--- config.mk ---
export PLATFORM = sky130hd
export DESIGN_NAME = bsg_tag_packet_tx
export DESIGN_NICKNAME = d
export VERILOG_FILES = /design/src/rtl/bsg_tag_tx_pkg.sv /design/src/rtl/bsg_tag_tx_piso.sv /design/src/rtl/bsg_tag_packet_tx.sv
export SDC_FILE = /design/constraint.sdc
export NUM_CORES = 1
export LEC_CHECK = 0
export BUFFER_PORTS_ARGS = -buffer_cell sky130_fd_sc_hd__clkbuf_2
export CAP_MARGIN = 5
export CORE_ASPECT_RATIO = 2
export CORE_UTILIZATION = 55
export DETAILED_ROUTE_END_ITERATION = 12
export GPL_ROUTABILITY_DRIVEN = 0
export GPL_TIMING_DRIVEN = 0
export PLACE_DENSITY = 0.8
export SLEW_MARGIN = 20
export SYNTH_ARGS = -nofsm -noshare
export SYNTH_HDL_FRONTEND = slang
export SYNTH_SLANG_ARGS = --single-unit
--- constraint.sdc ---
create_clock -name clk_i -period 3 [get_ports clk_i]
set_input_delay 0.6 -clock clk_i [delete_from_list [all_inputs] [get_ports clk_i]]
set_output_delay 0.6 -clock clk_i [all_outputs]
set_load 0.03 [all_outputs]
--- src/rtl/bsg_tag_tx_pkg.sv ---
// Shared types, sizing macros and helpers for the bsg_tag serial packet transmitter.
// The header struct is provided as a macro so the RTL and the bench model share one layout.
`ifndef BSG_SAFE_CLOG2
`define BSG_SAFE_CLOG2(x) (((x) <= 1) ? 1 : $clog2(x))
`endif
`ifndef BSG_WIDTH
`define BSG_WIDTH(x) ($clog2((x) + 1))
`endif

// Header layout; node_id occupies the LSBs and is therefore transmitted first.
`define BSG_TAG_TX_HDR_S(lg_els, len_w) \
    typedef struct packed { \
        logic [(len_w)-1:0]  len; \
        logic                data_not_reset; \
        logic [(lg_els)-1:0] node_id; \
    } bsg_tag_tx_hdr_s;

package bsg_tag_tx_pkg;

    typedef enum logic [2:0] {
        e_idle,
        e_start,
        e_hdr,
        e_payload,
        e_gap
    } bsg_tag_tx_state_e;

    function automatic int unsigned hdr_width(input int unsigned lg_els, input int unsigned len_w);
        return lg_els + 1 + len_w;
    endfunction

endpackage

--- src/rtl/bsg_tag_tx_piso.sv ---
// Parallel-in serial-out shifter for one tag frame; bit 0 of the loaded word leaves first.
// The counter tracks how many frame bits remain, including the one currently on bit_o.
module bsg_tag_tx_piso #(
    parameter int unsigned width_p     = 25,
    parameter int unsigned cnt_width_p = 5
) (
    input  logic                   clk_i,
    input  logic                   reset_n_i,
    input  logic                   load_i,
    input  logic [width_p-1:0]     data_i,
    input  logic [cnt_width_p-1:0] cnt_i,
    output logic                   bit_o,
    output logic [cnt_width_p-1:0] remaining_o
);

    logic [width_p-1:0]     sr_q;
    logic [cnt_width_p-1:0] cnt_q;

    // Zeros shift in behind the frame, so the line idles low once the frame is out.
    always_ff @(posedge clk_i or negedge reset_n_i) begin
        if (!reset_n_i) begin
            sr_q  <= '0;
            cnt_q <= '0;
        end else if (load_i) begin
            sr_q  <= data_i;
            cnt_q <= cnt_i;
        end else begin
            sr_q <= sr_q >> 1;
            if (cnt_q != '0) begin
                cnt_q <= cnt_q - cnt_width_p'(1);
            end
        end
    end

    assign bit_o       = sr_q[0];
    assign remaining_o = cnt_q;

endmodule

--- src/rtl/bsg_tag_packet_tx.sv ---
// Serial bsg_tag packet transmitter: accepts one request, shifts start/header/payload out LSB first.
// Optional macro BSG_TAG_TX_COUNTER_EN adds pkt_count_o, a wrapping count of completed packets.
module bsg_tag_packet_tx
    import bsg_tag_tx_pkg::*;
#(
    parameter  int unsigned els_p               = 4,
    parameter  int unsigned max_payload_width_p = 16,
    parameter  int unsigned gap_cycles_p        = 2,
    localparam int unsigned lg_els_lp           = `BSG_SAFE_CLOG2(els_p),
    localparam int unsigned len_width_lp        = `BSG_WIDTH(max_payload_width_p)
) (
    input  logic                           clk_i,
    input  logic                           reset_n_i,
    input  logic                           v_i,
    output logic                           ready_o,
    input  logic [lg_els_lp-1:0]           node_id_i,
    input  logic                           data_not_reset_i,
    input  logic [len_width_lp-1:0]        len_i,
    input  logic [max_payload_width_p-1:0] payload_i,
    output logic                           tag_data_o,
    output logic                           busy_o
`ifdef BSG_TAG_TX_COUNTER_EN
    ,
    output logic [15:0]                    pkt_count_o
`endif
);

    localparam int unsigned hdr_lp       = hdr_width(lg_els_lp, len_width_lp);
    localparam int unsigned frame_lp     = 1 + hdr_lp + max_payload_width_p;
    localparam int unsigned cnt_width_lp = `BSG_WIDTH(frame_lp);
    localparam int unsigned gap_width_lp = `BSG_SAFE_CLOG2(gap_cycles_p + 1);
    localparam int unsigned gap_load_lp  = (gap_cycles_p > 0) ? gap_cycles_p - 1 : 0;

    `BSG_TAG_TX_HDR_S(lg_els_lp, len_width_lp)

    bsg_tag_tx_state_e              state_q, state_n;
    logic [gap_width_lp-1:0]        gap_q, gap_n;
    logic [len_width_lp-1:0]        len_q, len_sat;
    logic                           ready_q, busy_q;
    logic                           accept, pkt_done;
    logic [max_payload_width_p-1:0] payload_mask;
    bsg_tag_tx_hdr_s                hdr;
    logic [frame_lp-1:0]            frame;
    logic [cnt_width_lp-1:0]        remaining;

    assign accept  = v_i & ready_q;
    assign len_sat = (len_i > len_width_lp'(max_payload_width_p))
                   ? len_width_lp'(max_payload_width_p) : len_i;

    // Frame assembly: payload bits at or above the saturated length are forced to zero.
    always_comb begin
        payload_mask = '0;
        for (int i = 0; i < int'(max_payload_width_p); i++) begin
            payload_mask[i] = (32'(len_sat) > 32'(i));
        end
        hdr                = '0;
        hdr.node_id        = node_id_i;
        hdr.data_not_reset = data_not_reset_i;
        hdr.len            = len_sat;
        frame              = {payload_i & payload_mask, hdr, 1'b1};
    end

    bsg_tag_tx_piso #(
        .width_p     (frame_lp),
        .cnt_width_p (cnt_width_lp)
    ) piso (
        .clk_i       (clk_i),
        .reset_n_i   (reset_n_i),
        .load_i      (accept),
        .data_i      (frame),
        .cnt_i       (cnt_width_lp'(1 + hdr_lp) + cnt_width_lp'(len_sat)),
        .bit_o       (tag_data_o),
        .remaining_o (remaining)
    );

    always_ff @(posedge clk_i or negedge reset_n_i) begin
        if (!reset_n_i) begin
            state_q <= e_idle;
            gap_q   <= '0;
            len_q   <= '0;
            ready_q <= 1'b0;
            busy_q  <= 1'b0;
        end else begin
            state_q <= state_n;
            gap_q   <= gap_n;
            ready_q <= (state_n == e_idle);
            busy_q  <= (state_n != e_idle);
            if (accept) begin
                len_q <= len_sat;
            end
        end
    end

    // Phase boundaries come from the shifter's remaining-bit count.
    always_comb begin
        state_n  = state_q;
        gap_n    = gap_q;
        pkt_done = 1'b0;
        case (state_q)
            e_idle:    if (accept) state_n = e_start;
            e_start:   state_n = e_hdr;
            e_hdr: begin
                if (remaining == cnt_width_lp'(len_q) + cnt_width_lp'(1)) begin
                    if (len_q != '0) state_n = e_payload;
                    else             pkt_done = 1'b1;
                end
            end
            e_payload: if (remaining == cnt_width_lp'(1)) pkt_done = 1'b1;
            e_gap: begin
                if (gap_q == '0) state_n = e_idle;
                else             gap_n = gap_q - gap_width_lp'(1);
            end
            default:   state_n = e_idle;
        endcase
        if (pkt_done) begin
            state_n = (gap_cycles_p == 0) ? e_idle : e_gap;
            gap_n   = gap_width_lp'(gap_load_lp);
        end
    end

    assign ready_o = ready_q;
    assign busy_o  = busy_q | accept;

`ifdef BSG_TAG_TX_COUNTER_EN
    logic [15:0] pkt_count_q;

    always_ff @(posedge clk_i or negedge reset_n_i) begin
        if (!reset_n_i) begin
            pkt_count_q <= '0;
        end else if (pkt_done) begin
            pkt_count_q <= pkt_count_q + 16'd1;
        end
    end

    assign pkt_count_o = pkt_count_q;
`endif

endmodule
==> results by group, run 1 <==
Die
  • Num ports: 30
  • Initial core utilization: 57.2%
  • Number of rows created at floorplan: 32
  • Floorplan die width: 46.5 um
  • Core area: 3800 sq um
  • Vert. Die Dim: 91.0 um
  • Total die area: 4230 sq um

Routing
  • Number of detailed-routing iterations run before antenna repair: 4
  • WL/cell: 14.3 um
  • Post-DR vias/cell: 5.53
  • Number of design rule violations left after detail routing: 0
  • DRC marker count from the first detailed-route iteration: 44
  • Highest Signal Layer: met4
  • Routed metal-1 wirelength: 1.64 mm
  • Vias post-DR: 1775
  • Total met3 wirelength after detailed routing: 152 um
  • Number of nets with antenna violations after routing: 0
  • Overall routed net length: 4.58 mm
  • Routed length on met2: 2.57 mm

Clock tree
  • Worst-skew pair later-pin latency: 0.29 ns
  • Root Driver: clkbuf_8
  • Clock slew seen by the registers of the worst setup and hold paths: 0.08 ns
  • Total number of H-tree levels: 2
  • Clock tree from TritonCTS: done
  • CTS buffer count: 5
  • Clock sinks: 42
  • Gates resized, CTS repair: 0
  • # hold bufs at CTS: 0
  • Setup repair bufs after CTS: 0
  • Maximum number of buffers from clock root to sink: 2

Power and ir drop
  • Internal power: 1.28 mW
  • Total power density per cell area: 815 nW/um^2
  • Peak supply drop: 0.000484 V
  • Switching Fraction: 36.1%
  • Portion of total power attributed to sequential cells: 46.5%
  • Lkg Pwr: 1.20 nW
  • Part of the power in combinational logic: 34.8%
  • Power share of the clock group: 18.8%
  • Psw: 0.724 mW

Layout
  • Area growth syn-to-layout: 13.3%
  • Diode count: 0
  • Share of layout cells above drive strength 1: 16.7%
  • NumNets Final: 305

Worst setup path
  • Endpoint required time on the critical path: 2.40 ns
  • CP Cell Sequence: nand2_1 -> buf_2 -> nand2b_1 -> clkbuf_2
  • Cell type of the slowest stage on the worst timing path: dfrtp_1
  • Kind of launch point of the worst setup path: register
  • CP Data Arrival Time: 1.28 ns
  • Critical Path Start: ready_o
  • Maximum fanout along the worst path: 10
  • Crit path kind: register to output port
  • Slowest stage delay, CP: 0.39 ns
  • Beginning of the worst register-to-register path: piso.remaining_o[0]
  • Critical path capture point type: output port

Place
  • Detail Placement HPWL: 3.41 mm
  • Count of buffers from port buffering: 26

Synthesis
  • Mapped Cells: 236
  • Synthesized netlist net count: 272
  • Cell area after synthesis: 2180 sq um
  • Cell types occupying the most area after synthesis: dfrtp_1 48%, nand2_1 7.6%, o21ai_0 6.2%
  • Post-synth EDFFs: 0
  • Synth warn: 0
  • Cell type contributing the most total cell area after synthesis: dfrtp_1
  • Sequential fraction of the synthesis area: 48.3%
  • Count of different cell masters after synthesis: 38
  • Ys flop type: dfrtp_1
  • Flops & latches, synth: 42
  • Area share of the largest cell type after synthesis: 48.3%
  • Mean post-synth cell area: 9.22 sq um
  • Proportion of register bits with asynchronous set or reset after synthesis: 100%

Timing
  • Setup TNS: 0 ns
  • Remaining max-slew budget at the tightest pin: 38.8%
  • Worst-Margin Slew: 0.918 ns
  • Share of the cycle needed by the critical path after routing: 62.7%
  • Time the final worst path needs with I/O delays and setup: 1.88 ns
  • FMAX: 532 MHz
  • Setup-violating endpoint count in the final report: 0
  • Pins over their slew limit: 0
  • Setup Skew: 0.00805 ns
  • Unrepaired setup endpoints after global routing: no
  • Post-route worst hold slack: 0.426 ns
  • Hold Violations, Final: 0

Global routing
  • Total congestion overflow: 0
  • Number of global-route vias before repair: 1752
  • Largest net degree at the start of global routing: 43
  • Total GRT Usage: 24.9%
  • Antenna violations before repair: 0
  • First-pass GRT wire length: 7.57 mm

Min path
  • Hold Crit Class: input pin to async pin

Run
  • Max-capacitance violation count: 0

Status
  • Result of the run: complete, no violations
[cells in the mapped netlist (2+ instances only)]
| master | n |
|---|---|
| or3_1 | 2 |
| a31oi_1 | 2 |
| xnor2_1 | 8 |
| inv_1 | 10 |
| a21o_1 | 9 |
| buf_2 | 3 |
| dfrtp_1 | 42 |
| o21a_1 | 3 |
| buf_1 | 3 |
| a21oi_1 | 9 |
| nand2_1 | 44 |
| and2_1 | 2 |
| and4_1 | 2 |
| nor2_1 | 17 |
| nor3b_1 | 3 |
| nand2b_1 | 6 |
| ha_1 | 9 |
| o21ai_0 | 27 |
| clkbuf_1 | 6 |
| nand3_1 | 7 |
| nor2b_1 | 3 |
| nor3_1 | 2 |
| xor2_1 | 2 |
[through the flow]
stage | setup slack [ns] | power (mW) | instance area [sq um] | std cells | util (%)
floorplan | 1.18 | 1.46 | 2180 | 236 | -
global placement | 0.937 | 1.61 | 2370 | 313 | 62.3
detailed placement | 0.892 | 1.65 | 2370 | 313 | 62.3
CTS | 1.10 | 2.03 | 2460 | 321 | 64.8
global route | 1.03 | 2.17 | 2460 | 321 | 64.8
finish | 1.12 | 2.01 | 2460 | 321 | 64.8
[layout by cell type (no fill, tap or decap), drive strengths merged, types with 8 or more instances in the layout]
| master | n |
|---|---|
| o21ai | 27 |
| xnor2 | 8 |
| inv | 10 |
| clkbuf | 37 |
| a21oi | 9 |
| a21o | 9 |
| nor2 | 18 |
| dfrtp | 42 |
| nand2 | 44 |
| ha | 9 |
[flip-flops by register name, summed over array words and instances, names as in the netlist]
name / flops
busy_q: 1
gap_q: 2
len_q: 5
piso.remaining_o: 5
piso.sr_q: 25
ready_o: 1
state_q: 3
[final timing paths]
check                                 endpoint  slack, ns  depth (start not counted)
min in group clk_i                piso.sr_q[0]       0.44                          1
setup / recovery                        busy_o       1.12                          4
setup reg to reg           piso.remaining_o[1]       1.17                          6
max in group asynchronous  piso.remaining_o[4]       1.99                          1
hold reg to reg                   piso.sr_q[0]       0.44                          1
hold / removal                        len_q[3]       0.43                          1
[layout make-up]
cell class              instances  area [sq um]
fillers                       339          1340
flip-flops and latches         42          1050
multi-input cells             172          1040
repair buffers                 26           130
clock buffers                   6          82.6
well taps                      51          63.8
plain buffers                  12          48.8
inverters                      10          37.5
clock inverters                 2          12.5
[kinds of logic (layout without fill, tap and decap cells)]
| kind of cell | Yosys count | after routing | synth area share [%] |
|---|---|---|---|
| DFF | 42 | 42 | 48.3 |
| adders and majority gates | 9 | 9 | 5.18 |
| AOI/OAI and AO/OA | 58 | 58 | 16.4 |
| buffers and inverters | 22 | 56 | 3.97 |
| muxes | 2 | 2 | 0.978 |
| and+or+nand+nor | 93 | 93 | 21.2 |
| xor gates and xnor gates | 10 | 10 | 4.03 |
[per-layer routing]
metal	up-vias	global-route usage [%]
met4	0	17.4
li1	855	-
met1	852	26.8
met5	-	0
met2	47	40.6
met3	21	4.17
[power by group through the flow]
stage                     Sequential [mW]  Clock, mW  Combinational, mW
after CTS                           0.934      0.390              0.708
after floorplan                     0.918          0              0.537
after detailed placement            0.942          0              0.704
final                               0.934      0.377              0.698
after global routing                0.962      0.413              0.793
after global placement              0.937          0              0.674
[worst max-delay path, delay by kind of cell (launching register included)]
kind	cells	cell delay, ns
AND/OR/NAND/NOR	2	0.17
flip-flops	1	0.39
buffers and inverters	2	0.42
Note: power is estimated with default switching activity, not from simulation.
==> run 2, diff against run 1 <==
==> constraint.sdc (replaced) <==
create_clock -name clk_i -period 1.9 [get_ports clk_i]
set_input_delay 0.38 -clock clk_i [delete_from_list [all_inputs] [get_ports clk_i]]
set_output_delay 0.38 -clock clk_i [all_outputs]
set_load 0.03 [all_outputs]
==> run 2 against run 1 <==
Net effect: first-iteration DRC count did not move; largest cell class unchanged; count of clock-buffer cells in the layout unchanged; power rose by 58%; cell count stayed put; highest routed layer unchanged; global-route usage stayed put; wire length down 0.11%; combinational power rose by 58%; flip-flop and latch count did not move.
==> results by group, run 2 (same netlist as run 1, synthesis figures left out) <==
Routing
  • Vias post-DR: 1776 (+0.056%)
  • Post-DR vias/cell: 5.53 (about the same)
  • Number of design rule violations left after detail routing: 0 (unchanged)
  • WL/cell: 14.2 um (-0.11%)
  • Number of detailed-routing iterations run before antenna repair: 4 (unchanged)
  • Overall routed net length: 4.57 mm (-0.11%)
  • DRC marker count from the first detailed-route iteration: 44 (unchanged)
  • Number of nets with antenna violations after routing: 0 (unchanged)

Clock tree
  • Clock sinks: 42 (unchanged)
  • # hold bufs at CTS: 0 (unchanged)
  • Total number of H-tree levels: 2 (unchanged)
  • Gates resized, CTS repair: 0 (unchanged)
  • Maximum number of buffers from clock root to sink: 2 (unchanged)
  • CTS buffer count: 5 (unchanged)
  • Clock tree from TritonCTS: done
  • Root Driver: clkbuf_8
  • Clock slew seen by the registers of the worst setup and hold paths: 0.08 ns (about the same)
  • Worst-skew pair later-pin latency: 0.29 ns (about the same)
  • Setup repair bufs after CTS: 0 (unchanged)

Timing
  • Hold Violations, Final: 0 (unchanged)
  • Unrepaired setup endpoints after global routing: no
  • Setup TNS: 0 ns (unchanged)
  • Worst-Margin Slew: 0.915 ns (-0.00275 ns)
  • Worst Setup Slack, final: 0.0836 ns (-1.04 ns)
  • Share of the cycle needed by the critical path after routing: 95.6%
  • Setup Skew: 0.00805 ns (-0.00000372 ns)
  • Setup-violating endpoint count in the final report: 0 (unchanged)
  • Pins over their slew limit: 0 (unchanged)
  • FMAX: 551 MHz
  • Time the final worst path needs with I/O delays and setup: 1.82 ns
  • Remaining max-slew budget at the tightest pin: 39.0% (+0.18 points)

Layout
  • Diode count: 0 (unchanged)
  • Area growth syn-to-layout: 13.4%
  • Share of layout cells above drive strength 1: 17.0% (+0.37 points)
  • Register name with the most flops: piso.sr_q
  • Sequential standard cell area: 1050 sq um (unchanged)
  • Area of the multi-input gates: 1040 sq um (+0.24%)
  • Flip-flop count of the largest register after layout: 25 (unchanged)
  • Fillers: 340 (+0.29%)
  • NumNets Final: 305 (unchanged)
  • Most frequent cells in the layout: 44 x nand2_1, 42 x dfrtp_1, 27 x o21ai_0
  • Most common cell after layout, fill and taps aside: nand2_1

Worst setup path
  • Kind of launch point of the worst setup path: register
  • Maximum fanout along the worst path: 4 (-6)
  • Endpoint required time on the critical path: 2.12 ns (-0.28 ns)
  • CP Data Arrival Time: 2.04 ns (+0.76 ns)
  • Crit path kind: register to register
  • Critical path capture point type: register

Die
  • Core area: 3800 sq um (unchanged)
  • Number of rows created at floorplan: 32 (unchanged)
  • Initial core utilization: 57.2% (unchanged)
  • Vert. Die Dim: 91.0 um (unchanged)
  • Total die area: 4230 sq um (unchanged)
  • Num ports: 30 (unchanged)
  • Floorplan die width: 46.5 um (unchanged)

Power and ir drop
  • Switching Fraction: 36.1% (about the same)
  • Psw: 1.15 mW (+58%)
  • Peak supply drop: 0.000764 V (+58%)
  • Internal power: 2.03 mW (+58%)
  • Power, Total: 3.18 mW (+58%)
  • Total power density per cell area: 1290 nW/um^2 (+58%)
  • Portion of total power attributed to sequential cells: 46.5% (about the same)
  • Power share of the clock group: 18.7% (about the same)
  • Lkg Pwr: 1.20 nW (-0.14%)
  • Part of the power in combinational logic: 34.8% (about the same)

Place
  • Worst setup slack after placement: 0.0121 ns (-0.880 ns)
  • Count of buffers from port buffering: 26 (unchanged)
  • Detail Placement HPWL: 3.41 mm (unchanged)

Global routing
  • Total congestion overflow: 0 (unchanged)
  • Largest net degree at the start of global routing: 43 (unchanged)
  • Total GRT Usage: 24.9% (unchanged)
  • Antenna violations before repair: 0 (unchanged)
  • Number of global-route vias before repair: 1752 (unchanged)
  • First-pass GRT wire length: 7.57 mm (unchanged)

Status
  • Result of the run: complete, no violations

Min path
  • Hold Crit Class: input pin to async pin

Run
  • Max-capacitance violation count: 0 (unchanged)
## run 2: layer usage
layer	track usage (%)	part of all wire, %	up-vias	wire length, um
met4	17.4	5.7	0	259
met1	26.8	36	846	1630
li1	-	-	855	-
met5	0	0	-	0
met3	4.17	3.4	24	155
met2	40.6	55	51	2530
## run 2: final cells by class
type                    count  area share (%)
flip-flops and latches     42            42.6
multi-input cells         172            42.2
repair buffers             26            5.27
clock buffers               6            3.35
well taps                  51            2.59
plain buffers              12            1.98
inverters                  10            1.52
clock inverters             2           0.507
## run 2: path summary, 6_finish.rpt
| kind | from | endpoint | slack, ns | depth (start not counted) |
|---|---|---|---|---|
| max | piso.remaining_o[0] | piso.remaining_o[1] | 0.08 | 6 |
| min | reset_n_i | len_q[3] | 0.21 | 1 |
| max reg2reg | piso.remaining_o[0] | piso.remaining_o[1] | 0.08 | 6 |
| min reg2reg | piso.sr_q[1] | piso.sr_q[0] | 0.44 | 1 |
| max in group asynchronous | reset_n_i | piso.remaining_o[4] | 1.12 | 1 |
| min in group clk_i | data_not_reset_i | piso.sr_q[3] | 0.27 | 3 |
## run 2: through the flow
step / instances / util, % / cell area (sq um) / hold slack, ns
2_1_floorplan: 236 / - / 2180 / 0.0844
6_report: 321 / 64.9 / 2470 / 0.205
3_3_place_gp: 313 / 62.3 / 2370 / 0.417
3_5_place_dp: 313 / 62.3 / 2370 / 0.430
5_1_grt: 321 / 64.9 / 2470 / 0.270
4_1_cts: 321 / 64.8 / 2460 / 0.266
## run 2: critical path: stages, from the launching register on
cell     delay, ns
dfrtp_1       0.43
inv_1         0.11
ha_2          0.20
or3b_4        0.40
nor2_4        0.12
mux2_2        0.35
a21oi_1       0.14
## run 2: power by group through the flow
| stage | clock [mW] | combinational (mW) | sequential (mW) |
|---|---|---|---|
| 3_3_place_gp | 0 | 1.06 | 1.48 |
| 4_1_cts | 0.616 | 1.12 | 1.48 |
| 6_report | 0.595 | 1.10 | 1.48 |
| 5_1_grt | 0.653 | 1.26 | 1.52 |
| 3_5_place_dp | 0 | 1.11 | 1.49 |
| 2_1_floorplan | 0 | 0.848 | 1.45 |
==> run 3, diff against run 2 <==
--- a/config.mk
+++ b/config.mk
@@ -9,6 +9,7 @@
 export CAP_MARGIN = 5
 export CORE_ASPECT_RATIO = 2
 export CORE_UTILIZATION = 55
+export CTS_BUF_LIST = sky130_fd_sc_hd__clkbuf_16
 export DETAILED_ROUTE_END_ITERATION = 12
 export GPL_ROUTABILITY_DRIVEN = 0
 export GPL_TIMING_DRIVEN = 0
==> run 3 against run 2 <==
Net effect: clock skew is 0.0027 ns lower; setup slack worse by 0.0090 ns; sequential share of layout area is 0.78 points lower; core utilization is 1.2 points higher; cell count stayed put; critical endpoint unchanged.
==> results by group, run 3 (same netlist as run 1, synthesis figures left out) <==
Status
  • Result of the run: complete, no violations

Die
  • Total die area: 4230 sq um (unchanged)
  • Initial core utilization: 57.2% (unchanged)
  • Number of rows created at floorplan: 32 (unchanged)
  • Core area: 3800 sq um (unchanged)
  • Floorplan die width: 46.5 um (unchanged)
  • Vert. Die Dim: 91.0 um (unchanged)
  • Num ports: 30 (unchanged)

Worst setup path
  • Number of cells traversed by the worst register-to-register path: 6 (unchanged)
  • Endpoint required time on the critical path: 2.11 ns (about the same)
  • Crit path kind: register to register
  • Critical path capture point type: register
  • Beginning of the worst register-to-register path: piso.remaining_o[0]
  • Reg-to-reg slack, setup: 0.07 ns (about the same)
  • Kind of launch point of the worst setup path: register
  • CP Data Arrival Time: 2.03 ns (about the same)
  • Maximum fanout along the worst path: 4 (unchanged)
  • Critical R2R Capture: piso.remaining_o[1]

Clock tree
  • # hold bufs at CTS: 0 (unchanged)
  • Clock sinks: 42 (unchanged)
  • CTS buffer count: 5 (unchanged)
  • Worst-skew pair later-pin latency: 0.28 ns (about the same)
  • Root Driver: clkbuf_16
  • Clock slew seen by the registers of the worst setup and hold paths: 0.06 ns (-0.02 ns)
  • Clock tree from TritonCTS: done
  • Gates resized, CTS repair: 0 (unchanged)
  • Setup repair bufs after CTS: 0 (unchanged)
  • Total number of H-tree levels: 2 (unchanged)
  • Maximum number of buffers from clock root to sink: 2 (unchanged)

Timing
  • Setup Skew: 0.00538 ns (-0.00267 ns)
  • FMAX: 548 MHz (-0.49%)
  • Post-route worst hold slack: 0.216 ns (+0.0110 ns)
  • Worst-Margin Slew: 0.895 ns (-0.0207 ns)
  • Remaining max-slew budget at the tightest pin: 40.4% (+1.4 points)
  • Unrepaired setup endpoints after global routing: no
  • Pins over their slew limit: 0 (unchanged)
  • Setup-violating endpoint count in the final report: 0 (unchanged)
  • Hold Violations, Final: 0 (unchanged)
  • Time the final worst path needs with I/O delays and setup: 1.83 ns (+0.00902 ns)
  • Share of the cycle needed by the critical path after routing: 96.1% (+0.47 points)
  • Setup TNS: 0 ns (unchanged)

Layout
  • Fillers: 330 (-2.9%)
  • Most common cell after layout, fill and taps aside: nand2_1
  • Final design instance area without fill: 2510 sq um (+1.9%)
  • Most frequent cells in the layout: 44 x nand2_1, 42 x dfrtp_1, 27 x o21ai_0
  • Sequential standard cell area: 1050 sq um (unchanged)
  • Area of the multi-input gates: 1040 sq um (unchanged)
  • Register name with the most flops: piso.sr_q
  • Flip-flop count of the largest register after layout: 25 (unchanged)
  • Area growth syn-to-layout: 15.5%
  • NumNets Final: 305 (unchanged)
  • Share of layout cells above drive strength 1: 16.7% (-0.37 points)
  • Diode count: 0 (unchanged)

Min path
  • Hold Crit Class: input pin to async pin

Routing
  • Post-DR vias/cell: 5.59 (+0.96%)
  • Number of design rule violations left after detail routing: 0 (unchanged)
  • Number of detailed-routing iterations run before antenna repair: 4 (unchanged)
  • Number of nets with antenna violations after routing: 0 (unchanged)
  • WL/cell: 14.5 um (+1.8%)
  • Overall routed net length: 4.66 mm (+1.8%)
  • Vias post-DR: 1793 (+0.96%)
  • DRC marker count from the first detailed-route iteration: 57 (+30%)

Power and ir drop
  • Peak supply drop: 0.000904 V (+18%)
  • Total power density per cell area: 1350 nW/um^2 (+5.1%)
  • Lkg Pwr: 1.22 nW (+1.7%)

Global routing
  • Largest net degree at the start of global routing: 43 (unchanged)
  • Total congestion overflow: 0 (unchanged)
  • Total GRT Usage: 25.3% (+0.49 points)
  • Antenna violations before repair: 0 (unchanged)
  • First-pass GRT wire length: 7.65 mm (+1.0%)
  • Number of global-route vias before repair: 1769 (+0.97%)

Place
  • Count of buffers from port buffering: 26 (unchanged)
  • Cell area after placement: 2370 sq um (unchanged)
  • Detail Placement HPWL: 3.41 mm (unchanged)

Run
  • Max-capacitance violation count: 0 (unchanged)
## run 3: cell count changes in the layout (fill, tap and decap cells not counted), sizes merged
cell / change
clkbuf: -1
clkinv: +1
## run 3: power breakdown
part	total, mW	internal, mW	switching [mW]
clock network	0.812	0.479	0.334
registers	1.48	1.23	0.250
logic	1.11	0.512	0.596
total	3.40	2.22	1.18
## run 3: stage by stage
step | utilization, % | total power, mW | worst slack, ns | std cells
after detailed placement | 62.3 | 2.60 | 0.0121 | 313
after global routing | 66.1 | 3.65 | 0.0102 | 321
after floorplan | - | 2.30 | 0.224 | 236
after CTS | 66.0 | 3.44 | 0.0889 | 321
after global placement | 62.3 | 2.54 | 0.0570 | 313
final | 66.1 | 3.40 | 0.0745 | 321
## run 3: area by class of cell
cell class                 count  area share (%)
buffer                        12            1.94
clock buffer                   5            4.98
clock inverter                 3           0.647
inverter                      10            1.49
multi-input combinational    172            41.4
sequential                    42            41.8
tap                           51            2.54
timing repair buffer          26            5.18
## run 3: routing by layer
layer | up-vias | share of wire, % | wire length, um | global-route usage [%]
li1 | 856 | - | - | -
met1 | 851 | 36 | 1690 | 27.0
met2 | 63 | 54 | 2530 | 40.7
met3 | 23 | 3.7 | 173 | 4.37
met4 | 0 | 5.6 | 260 | 19.6
met5 | - | 0 | 0 | 0
## run 3: worst max-delay path, cell delays in order, from the launching register on
cell	delay, ns
dfrtp_1	0.42
inv_1	0.11
ha_2	0.20
or3b_4	0.40
nor2_4	0.12
mux2_2	0.35
a21oi_1	0.16
## run 3: worst max path at each step
| stage | startpoint | end | slack [ns] |
|---|---|---|---|
| floorplan | piso.remaining_o[0] | piso.remaining_o[1] | 0.22 |
| global placement | len_i[0] | piso.sr_q[18] | 0.06 |
| detailed placement | len_i[0] | piso.sr_q[18] | 0.01 |
| CTS | piso.remaining_o[0] | piso.remaining_o[1] | 0.09 |
| global route | piso.remaining_o[1] | piso.remaining_o[1] | 0.01 |
| finish | piso.remaining_o[0] | piso.remaining_o[1] | 0.07 |
